==> src/rtl/leaf_out_packetizer_if.sv <==
// User-side streams, credit return and BFT output of the leaf packetizer.
// Master drives data/credits/ready; slave (the packetizer) drives acks, packet and error flag.
interface leaf_out_packetizer_if #(
    parameter int PACKET_BITS   = 49,
    parameter int PAYLOAD_BITS  = 32,
    parameter int NUM_LEAF_BITS = 5,
    parameter int NUM_PORT_BITS = 4,
    parameter int NUM_OUT_PORTS = 2
);
    logic [NUM_OUT_PORTS*PAYLOAD_BITS-1:0]                 din_leaf_user2interface;
    logic [NUM_OUT_PORTS-1:0]                              vld_user2interface;
    logic [NUM_OUT_PORTS-1:0]                              ack_interface2user;
    logic [NUM_OUT_PORTS*(NUM_LEAF_BITS+NUM_PORT_BITS)-1:0] dest_cfg;
    logic                                                  credit_vld;
    logic [NUM_PORT_BITS-1:0]                              credit_port;
    logic                                                  out_ready;
    logic [PACKET_BITS-1:0]                                dout_leaf_interface2bft;
    logic                                                  credit_err;

    modport master (
        output din_leaf_user2interface, vld_user2interface, dest_cfg,
               credit_vld, credit_port, out_ready,
        input  ack_interface2user, dout_leaf_interface2bft, credit_err
    );

    modport slave (
        input  din_leaf_user2interface, vld_user2interface, dest_cfg,
               credit_vld, credit_port, out_ready,
        output ack_interface2user, dout_leaf_interface2bft, credit_err
    );
endinterface

==> src/rtl/leaf_out_packetizer.sv <==
// Round-robin credit-gated packetizer: one packet per cycle, 1-cycle latency from vld&ack to output.
// Output register holds while out_ready=0; acks are withheld until it drains.
module leaf_out_packetizer #(
    parameter int PACKET_BITS           = 49,
    parameter int PAYLOAD_BITS          = 32,
    parameter int NUM_LEAF_BITS         = 5,
    parameter int NUM_PORT_BITS         = 4,
    parameter int NUM_ADDR_BITS         = 7,
    parameter int NUM_OUT_PORTS         = 2,
    parameter int FREESPACE_UPDATE_SIZE = 64
) (
    input logic              clk,
    input logic              reset,
    leaf_out_packetizer_if.slave bus
);
    localparam int DEST_BITS  = NUM_LEAF_BITS + NUM_PORT_BITS;
    localparam int CRED_BITS  = NUM_ADDR_BITS + 1;
    localparam int PTR_BITS   = (NUM_OUT_PORTS > 1) ? $clog2(NUM_OUT_PORTS) : 1;
    localparam int CREDIT_MAX_I = 1 << NUM_ADDR_BITS;
    localparam logic [CRED_BITS-1:0] CREDIT_MAX = CRED_BITS'(CREDIT_MAX_I);

    logic [CRED_BITS-1:0]     credit     [NUM_OUT_PORTS];
    logic [CRED_BITS-1:0]     credit_nxt [NUM_OUT_PORTS];
    logic [NUM_ADDR_BITS-1:0] addr       [NUM_OUT_PORTS];
    logic [PAYLOAD_BITS-1:0]  payload    [NUM_OUT_PORTS];
    logic [DEST_BITS-1:0]     dest       [NUM_OUT_PORTS];
    logic [NUM_OUT_PORTS-1:0] eligible;
    logic [NUM_OUT_PORTS-1:0] credit_ovf;
    logic [NUM_OUT_PORTS-1:0] ack;
    logic [PTR_BITS-1:0]      rr_ptr;
    logic [PTR_BITS-1:0]      grant_idx;
    logic                     grant_any;
    logic                     can_issue;
    logic                     credit_ok;
    logic                     credit_bad;
    logic [PACKET_BITS-1:0]   dout_q;
    logic                     err_q;

    assign credit_ok  = bus.credit_vld && (int'(bus.credit_port) < NUM_OUT_PORTS);
    assign credit_bad = bus.credit_vld && (int'(bus.credit_port) >= NUM_OUT_PORTS);
    assign can_issue  = !reset && (!dout_q[PACKET_BITS-1] || bus.out_ready);

    for (genvar g = 0; g < NUM_OUT_PORTS; g++) begin : g_port
        logic             inc;
        logic             dec;
        logic [CRED_BITS:0] sum;

        assign payload[g]  = bus.din_leaf_user2interface[g*PAYLOAD_BITS +: PAYLOAD_BITS];
        assign dest[g]     = bus.dest_cfg[g*DEST_BITS +: DEST_BITS];
        assign eligible[g] = bus.vld_user2interface[g] && (credit[g] != '0);
        assign inc = credit_ok && (int'(bus.credit_port) == g);
        assign dec = grant_any && (int'(grant_idx) == g);
        // dec only happens with credit>0, so the sum never underflows
        assign sum = {1'b0, credit[g]}
                   + (inc ? (CRED_BITS+1)'(FREESPACE_UPDATE_SIZE) : '0)
                   - (dec ? (CRED_BITS+1)'(1) : '0);
        assign credit_ovf[g] = sum > {1'b0, CREDIT_MAX};
        assign credit_nxt[g] = credit_ovf[g] ? CREDIT_MAX : sum[CRED_BITS-1:0];
    end

    always_comb begin
        logic [PTR_BITS-1:0] idx;
        grant_any = 1'b0;
        grant_idx = '0;
        idx       = '0;
        for (int k = 0; k < NUM_OUT_PORTS; k++) begin
            idx = PTR_BITS'((int'(rr_ptr) + k) % NUM_OUT_PORTS);
            if (!grant_any && can_issue && eligible[idx]) begin
                grant_any = 1'b1;
                grant_idx = idx;
            end
        end
    end

    always_comb begin
        ack = '0;
        if (grant_any) begin
            ack[grant_idx] = 1'b1;
        end
    end

    always_ff @(posedge clk) begin
        if (reset) begin
            dout_q <= '0;
            err_q  <= 1'b0;
            rr_ptr <= '0;
            for (int i = 0; i < NUM_OUT_PORTS; i++) begin
                credit[i] <= CREDIT_MAX;
                addr[i]   <= '0;
            end
        end else begin
            if (grant_any) begin
                dout_q <= {1'b1, dest[grant_idx], addr[grant_idx], payload[grant_idx]};
                rr_ptr <= (int'(grant_idx) == NUM_OUT_PORTS - 1) ? '0 : grant_idx + PTR_BITS'(1);
            end else if (bus.out_ready) begin
                dout_q <= '0;
            end
            for (int i = 0; i < NUM_OUT_PORTS; i++) begin
                credit[i] <= credit_nxt[i];
                if (grant_any && (int'(grant_idx) == i)) begin
                    addr[i] <= addr[i] + NUM_ADDR_BITS'(1);
                end
            end
            if (credit_bad || (|credit_ovf)) begin
                err_q <= 1'b1;
            end
        end
    end

    assign bus.ack_interface2user      = ack;
    assign bus.dout_leaf_interface2bft = dout_q;
    assign bus.credit_err              = err_q;
endmodule
==> src/flat_wrapper.sv <==
// flat-port wrapper written by rule: the top's interface ports become plain ports
module leaf_out_packetizer_flat 
#(
    parameter int PACKET_BITS           = 49,
    parameter int PAYLOAD_BITS          = 32,
    parameter int NUM_LEAF_BITS         = 5,
    parameter int NUM_PORT_BITS         = 4,
    parameter int NUM_ADDR_BITS         = 7,
    parameter int NUM_OUT_PORTS         = 2,
    parameter int FREESPACE_UPDATE_SIZE = 64
)
  (clk, reset, bus_din_leaf_user2interface, bus_vld_user2interface, bus_dest_cfg, bus_credit_vld, bus_credit_port, bus_out_ready, bus_ack_interface2user, bus_dout_leaf_interface2bft, bus_credit_err);
  leaf_out_packetizer_if #(.PACKET_BITS(PACKET_BITS), .PAYLOAD_BITS(PAYLOAD_BITS), .NUM_LEAF_BITS(NUM_LEAF_BITS), .NUM_PORT_BITS(NUM_PORT_BITS), .NUM_OUT_PORTS(NUM_OUT_PORTS)) bus_i ();
  input logic clk;
  input logic reset;
  input wire logic [$bits(bus_i.din_leaf_user2interface)-1:0] bus_din_leaf_user2interface;
  input wire logic [$bits(bus_i.vld_user2interface)-1:0] bus_vld_user2interface;
  input wire logic [$bits(bus_i.dest_cfg)-1:0] bus_dest_cfg;
  input wire logic [$bits(bus_i.credit_vld)-1:0] bus_credit_vld;
  input wire logic [$bits(bus_i.credit_port)-1:0] bus_credit_port;
  input wire logic [$bits(bus_i.out_ready)-1:0] bus_out_ready;
  output wire logic [$bits(bus_i.ack_interface2user)-1:0] bus_ack_interface2user;
  output wire logic [$bits(bus_i.dout_leaf_interface2bft)-1:0] bus_dout_leaf_interface2bft;
  output wire logic [$bits(bus_i.credit_err)-1:0] bus_credit_err;
  assign bus_i.din_leaf_user2interface = bus_din_leaf_user2interface;
  assign bus_i.vld_user2interface = bus_vld_user2interface;
  assign bus_i.dest_cfg = bus_dest_cfg;
  assign bus_i.credit_vld = bus_credit_vld;
  assign bus_i.credit_port = bus_credit_port;
  assign bus_i.out_ready = bus_out_ready;
  assign bus_ack_interface2user = bus_i.ack_interface2user;
  assign bus_dout_leaf_interface2bft = bus_i.dout_leaf_interface2bft;
  assign bus_credit_err = bus_i.credit_err;
  leaf_out_packetizer #(.PACKET_BITS(PACKET_BITS), .PAYLOAD_BITS(PAYLOAD_BITS), .NUM_LEAF_BITS(NUM_LEAF_BITS), .NUM_PORT_BITS(NUM_PORT_BITS), .NUM_ADDR_BITS(NUM_ADDR_BITS), .NUM_OUT_PORTS(NUM_OUT_PORTS), .FREESPACE_UPDATE_SIZE(FREESPACE_UPDATE_SIZE)) u_core (.clk(clk), .reset(reset), .bus(bus_i));
endmodule
==> config.mk <==
export PLATFORM = sky130hd
export DESIGN_NAME = leaf_out_packetizer_flat
export DESIGN_NICKNAME = d
export VERILOG_FILES = /design/src/rtl/leaf_out_packetizer_if.sv /design/src/rtl/leaf_out_packetizer.sv /design/src/flat_wrapper.sv
export SDC_FILE = /design/constraint.sdc
export NUM_CORES = 1
export LEC_CHECK = 0
export ABC_AREA = 1
export CORE_MARGIN = 2
export CORE_UTILIZATION = 45
export DETAILED_ROUTE_END_ITERATION = 16
export PLACE_DENSITY_LB_ADDON = 0.25
export SYNTH_ARGS = -nofsm -noshare
export SYNTH_HDL_FRONTEND = slang
export SYNTH_SLANG_ARGS = --single-unit
==> constraint.sdc <==
create_clock -name clk -period 3.9 [get_ports clk]
set_input_delay 0.78 -clock clk [delete_from_list [all_inputs] [get_ports clk]]
set_output_delay 0.78 -clock clk [all_outputs]
set_load 0.01 [all_outputs]
**Word level (Yosys, flattened, before mapping)**

Memories as Yosys holds them, arrays and structs flattened.
Index checks and enable logic that the tools add are counted.

- Register bits after elaboration: 51
- Bits in writable memories: 30
- Input port bits: 92
- Output and inout port bits: 52
- Logic and storage cells: 91
- Memories kept: 2

Memories:

| name | words | width | read ports | clocked after memory_dff | wr ports | line | text |
|---|---|---|---|---|---|---|---|
| u_core.credit | 2 | 8 | 2 | 0 | 2 | leaf_out_packetizer.sv:22 | `logic [CRED_BITS-1:0] credit [NUM_OUT_PORTS];` |
| u_core.addr | 2 | 7 | 3 | 0 | 2 | leaf_out_packetizer.sv:24 | `logic [NUM_ADDR_BITS-1:0] addr [NUM_OUT_PORTS];` |

- Add/sub/neg operators: 8
- Magnitude comparators: 9
- Eq/ne operators: 1
- Mux-type cells: 39
- Bitwise logic cells: 6
- Reductions and logical operators: 23

Operators with widths:

| cell | count |
|---|---|
| 2-to-1 mux 49 bit | 2 |
| 2-to-1 mux 32 bit | 3 |
| 2-to-1 mux 8 bit | 4 |
| 2-to-1 mux 7 bit | 4 |
| 2-to-1 mux 9 bit | 3 |
| 2-to-1 mux 1 bit | 21 |
| adder 8 x 9 -> 9 bit | 2 |
| > comparator 9 x 8 -> 1 bit (second input constant) | 2 |
| subtractor 9 bit | 2 |
| nonzero test 8 bit | 2 |
| adder 7 x 1 -> 7 bit (second input constant) | 2 |
| logical AND 1 bit | 13 |
| less-than comparator 1 x 2 -> 1 bit (second input constant) | 3 |
| == test 4 x 2 -> 1 bit (second input constant) | 1 |
| >= comparator 4 x 2 -> 1 bit (second input constant) | 1 |
| zero test 4 bit | 1 |
| less-than comparator 4 x 2 -> 1 bit (second input constant) | 1 |
| OR 1 bit | 4 |
| zero test 1 bit | 3 |
| adder 1 bit (second input constant) | 2 |
| >= comparator 2 bit (second input constant) | 1 |
| logical OR 1 bit | 2 |
| 2-to-1 mux 2 bit | 1 |
| NOT 1 -> 2 bit | 1 |
| other kinds (5) | 5 |

**Logic depth before layout (Yosys ltp)**

An unclocked memory read counts as a cell.

- Depth after elaboration: 18
- Depth in mapped cells: 26
- Depth with buffers taken out: 25

**Worst setup path before layout**

No wires, ideal clock.

- Kind: input-to-reg
- From: in bus_out_ready
- To: mem u_core.credit[0][4] (netlist bit)
- Library setup time: 0.070 ns
- Arrival: 3.027 ns
- Required time: 3.830 ns
- Path slack: 0.803 ns
- Stages: 22
- Buffers on the path: 1
- Cell sequence: inv_2 > nand2_1 > inv_1 > nor2_2 > nand2_4 > inv_2 > nand2_2 > inv_2 > buf_2 > ha_1 > inv_1 > ha_1 > inv_1 > fa_1 > nand3b_1 > nand2_1 > nand3_1 > nand3_1 > nand2_1 > nand2_1 > nand3_2 > a21oi_1

RTL lines:

| element | line | text |
|---|---|---|
| from (decl) | flat_wrapper.sv:21 | `input wire logic [$bits(bus_i.out_ready)-1:0] bus_out_ready;` |
| to (decl) | leaf_out_packetizer.sv:22 |  |

**Worst setup path in the final report**

- From: in bus_out_ready
- To: out bus_ack_interface2user[1]

- Word-level cells in the longest chain between the ends: 13
- Elaborated cells between the ends (all ways): 16
- Those cells by class: 2 x order compare; 7 x mux; 7 x reduce/logical

RTL lines:

| element | line | text |
|---|---|---|
| logical OR 1 bit * | leaf_out_packetizer.sv:41 | `assign can_issue = !reset && (!dout_q[PACKET_BITS-1] \|\| bus.out_ready);` |
| logical AND 1 bit * | leaf_out_packetizer.sv:41 |  |
| logical AND 1 bit | leaf_out_packetizer.sv:68 | `if (!grant_any && can_issue && eligible[idx]) begin` |
| 2-to-1 mux 1 bit | leaf_out_packetizer.sv:68 |  |
| zero test 1 bit | leaf_out_packetizer.sv:68 |  |
| logical AND 1 bit (2 in series) | leaf_out_packetizer.sv:68 |  |
| 2-to-1 mux 1 bit | leaf_out_packetizer.sv:68 |  |
| less-than comparator 1 x 2 -> 1 bit (implied by the code) / >= comparator 1 bit (equally long branches) | leaf_out_packetizer.sv:78 | `ack[grant_idx] = 1'b1;` |
| logical AND 1 bit (implied by the code) | leaf_out_packetizer.sv:78 |  |
| 2-to-1 mux 1 bit (implied by the code) | leaf_out_packetizer.sv:78 |  |
| demux 1 bit (select 1 bit) | - |  |
| 2-to-1 mux 2 bit * | leaf_out_packetizer.sv:77 | `if (grant_any) begin` |
| to (decl) | flat_wrapper.sv:22 | `output wire logic [$bits(bus_i.ack_interface2user)-1:0] bus_ack_interface2user;` |

Every way passes the cells marked *; elsewhere a longest branch is shown, timed or not.

==> flow_summary.json <==
{
  "status": "completed",
  "cts-hold-fix-buffers": 0,
  "p_sw_share_pct": 41.28,
  "cts.sinks": 81,
  "clk_latency_ns": 0.35,
  "port_buffers": 143,
  "grtUsageTotal_pct": 21.91,
  "worstRegToRegCells": 22,
  "path_cells": "clkdlybuf4s50_1, inv_2, nand2_1, inv_1, nor2_2, nand2_2, nor2_4, buf_4, clkdlybuf4s50_1",
  "gp_congestion": 0.7972,
  "cts_resized": 0,
  "slew_violations": 0,
  "finalCritPeriodShare_pct": 93.45,
  "start_util_pct": 46.25,
  "grt_pass1_vias": 4261,
  "seq_power_share_pct": 30.5,
  "drt_pass1_iterations": 5,
  "root_buffer": "clkbuf_8",
  "p_total_mw": 3.557,
  "drtIter0Drc": 230,
  "wl_per_cell_um": 13.36,
  "synth_edf_count": 14,
  "cts.clk_slew.worst_paths_ns": 0.08,
  "core_area_mm2": 0.009774,
  "htreeDepth": 3,
  "detail_route.vias_per_cell": 4.954,
  "syn_area_per_cell_um2": 7.268,
  "worst_pin_slew_ns": 1.174,
  "cts_setup_buffers": 0,
  "fmax_mhz": 274.4,
  "vias": 4419,
  "grt_max_degree": 97,
  "drive_gt1_share_pct": 4.216,
  "clkPwrFrac_pct": 19.2,
  "worst_setup_path_end_kind": "output pin",
  "worst-path-buf-inv": 5,
  "cpMaxStageDelayCell": "clkdlybuf4s50_1",
  "ys_ff_latch": 81,
  "synthArstFlopShare_pct": 0,
  "hold_viol_final": 0,
  "cts_tree": "done",
  "worstPathRequired_ns": 3.12,
  "fin_skew_ns": 0.01889,
  "finalWirelength_um": 11910,
  "rsz0062_at_grt": "no",
  "ctsLongestPathBuffers": 2,
  "place_hpwl_um": 8529,
  "worst_slew_margin_rel_pct": 20.89,
  "yosysWarnings": 0,
  "synthFlopType": "dfxtp_1",
  "drc": 0,
  "power.switching_mw": 1.468,
  "cp.arrival_ns": 2.86,
  "dieArea_mm2": 0.01086,
  "startpoint_type": "input pin",
  "synth_cells": 622,
  "cp.depth": 9,
  "final_cell_area_mm2": 0.006198,
  "antenna_found_initial": 0,
  "synth_area_mm2": 0.004521,
  "path_common_cell": "clkdlybuf4s50_1",
  "fin_crit_ns": 3.645,
  "yosysSeqAreaShare_pct": 38.97,
  "grt_overflow": 0,
  "setup_tns_ns": 0,
  "cts_buffers": 9,
  "min_path_type": "flop to flop",
  "setup_viol": 0,
  "cp_top_family": "buffers and inverters",
  "syn_to_final_growth_pct": 37.12,
  "die_w_um": 104.2,
  "placed_area_mm2": 0.005978,
  "p_int_mw": 2.088,
  "pin_count": 144,
  "crit_fanout": 49,
  "antenna_cells": 0,
  "criticalPathCategory": "input pin to output pin",
  "ant_nets": 0,
  "cap_violations": 0,
  "die_h_um": 104.2,
  "whs_path_depth": 2,
  "pwr-share-comb_pct": 50.2,
  "vdd_drop_max_mv": 0.5460,
  "max_stage_delay_ns": 0.65,
  "syn_nets": 740,
  "pwr_density_cell_mw_per_mm2": 573.8,
  "synth_cell_type_count": 32,
  "num-nets-final": 872,
  "p_leak_nw": 2.557,
  "grt_pass1_wl_um": 19650,
  "std_cell_rows": 36
}
## cell type report
cell class	instances	area [µm²]
fillers	896	3576
multi-input cells	445	2310
flip-flops and latches	81	1762
repair buffers	148	1481
inverters	69	259.0
well taps	133	166.4
clock buffers	10	127.6
clock inverters	6	92.59
## Yosys cell counts (all sizes together) (7+ instances only)
| cell type | instances | area, µm² |
|---|---|---|
| nand2 | 166 | 643.1 |
| ha | 24 | 300.3 |
| inv | 69 | 259.0 |
| edfxtp | 14 | 420.4 |
| dfxtp | 67 | 1341 |
| buf | 16 | 148.9 |
| clkbuf | 11 | 41.29 |
| and2 | 46 | 287.8 |
| a21oi | 59 | 295.3 |
| nand4 | 7 | 43.79 |
| nand3 | 25 | 130.1 |
| nor2 | 48 | 190.2 |
| o21ai | 52 | 260.3 |
## through the flow
stage	setup WS, ns	hold WS, ns	utilization, %	std cells
2_1_floorplan	0.8029	0.4322	-	622
3_3_place_gp	0.2563	0.4588	61.16	876
3_5_place_dp	0.2397	0.4665	61.16	876
4_1_cts	0.2315	0.4792	63.42	892
5_1_grt	0.1252	0.4934	63.42	892
6_report	0.2555	0.4791	63.42	892
## cell families after synthesis
family,count (synthesis),share of synthesized area [%]
AND/OR/NAND/NOR,299,29.67
AO/OA/AOI/OAI,115,12.93
buffers and inverters,96,9.936
flip-flops,81,38.97
adder cells (fa/ha/maj),26,7.528
XOR/XNOR,5,0.9687
## cells in the final DEF (no fill, tap or decap), drive strengths merged, types with 7 or more instances in the layout
master         count
o21ai             52
dfxtp             67
clkbuf            10
edfxtp            14
a21oi             59
nand2            166
and2              46
inv               69
ha                24
nand3             25
nand4              7
clkdlybuf4s50    143
nor2              48
## path summary, 6_finish.rpt
kind,startpoint,end,slack [ns]
max,bus_out_ready,bus_ack_interface2user[1],0.26
min,u_core.rr_ptr,u_core.rr_ptr,0.48
max reg2reg,u_core.credit[0][10],u_core.credit[0][5],0.74
min reg2reg,u_core.rr_ptr,u_core.rr_ptr,0.48
## metal layers
| metal | part of all wire [%] | GRT usage (%) | routed length, µm | up-vias |
|---|---|---|---|---|
| met4 | 2.1 | 7.722 | 249 | 0 |
| met5 | 0 | 0 | 0 | - |
| li1 | - | - | - | 2241 |
| met3 | 4.4 | 3.509 | 525 | 19 |
| met1 | 45 | 27.55 | 5377 | 2040 |
| met2 | 48 | 38.02 | 5762 | 119 |
## worst register-to-register path, cell delays in order, from the launching register on
cell and delay (ns):
dfxtp_1 0.32, inv_1 0.12, ha_1 0.17, nand4_1 0.11
nand2_2 0.15, nand2_2 0.10, nand2_4 0.07, inv_2 0.03
nand2_2 0.09, inv_2 0.06, ha_1 0.17, inv_1 0.05
ha_1 0.18, inv_1 0.06, fa_1 0.52, nand3_1 0.10
nor2_1 0.13, nand3_1 0.08, nor2_1 0.08, nand2_1 0.05
nand2_1 0.10, nand3_2 0.17, a21oi_1 0.18
## registers in the layout (all words and copies together) (netlist names)
register,flops
u_core.rr_ptr,1
u_core.bus.dout_leaf_interface2bft,49
u_core.bus.credit_err,1
u_core.credit,16
u_core.addr,14
## power by group through the flow
stage	clock (mW)	sequential, mW	combinational, mW
finish	0.684	1.09	1.79
floorplan	0	1.12	1.24
CTS	0.695	1.09	1.78
global placement	0	1.10	1.71
global route	0.731	1.10	2.02
detailed placement	0	1.10	1.76
Note: power is estimated with default switching activity, not from simulation.
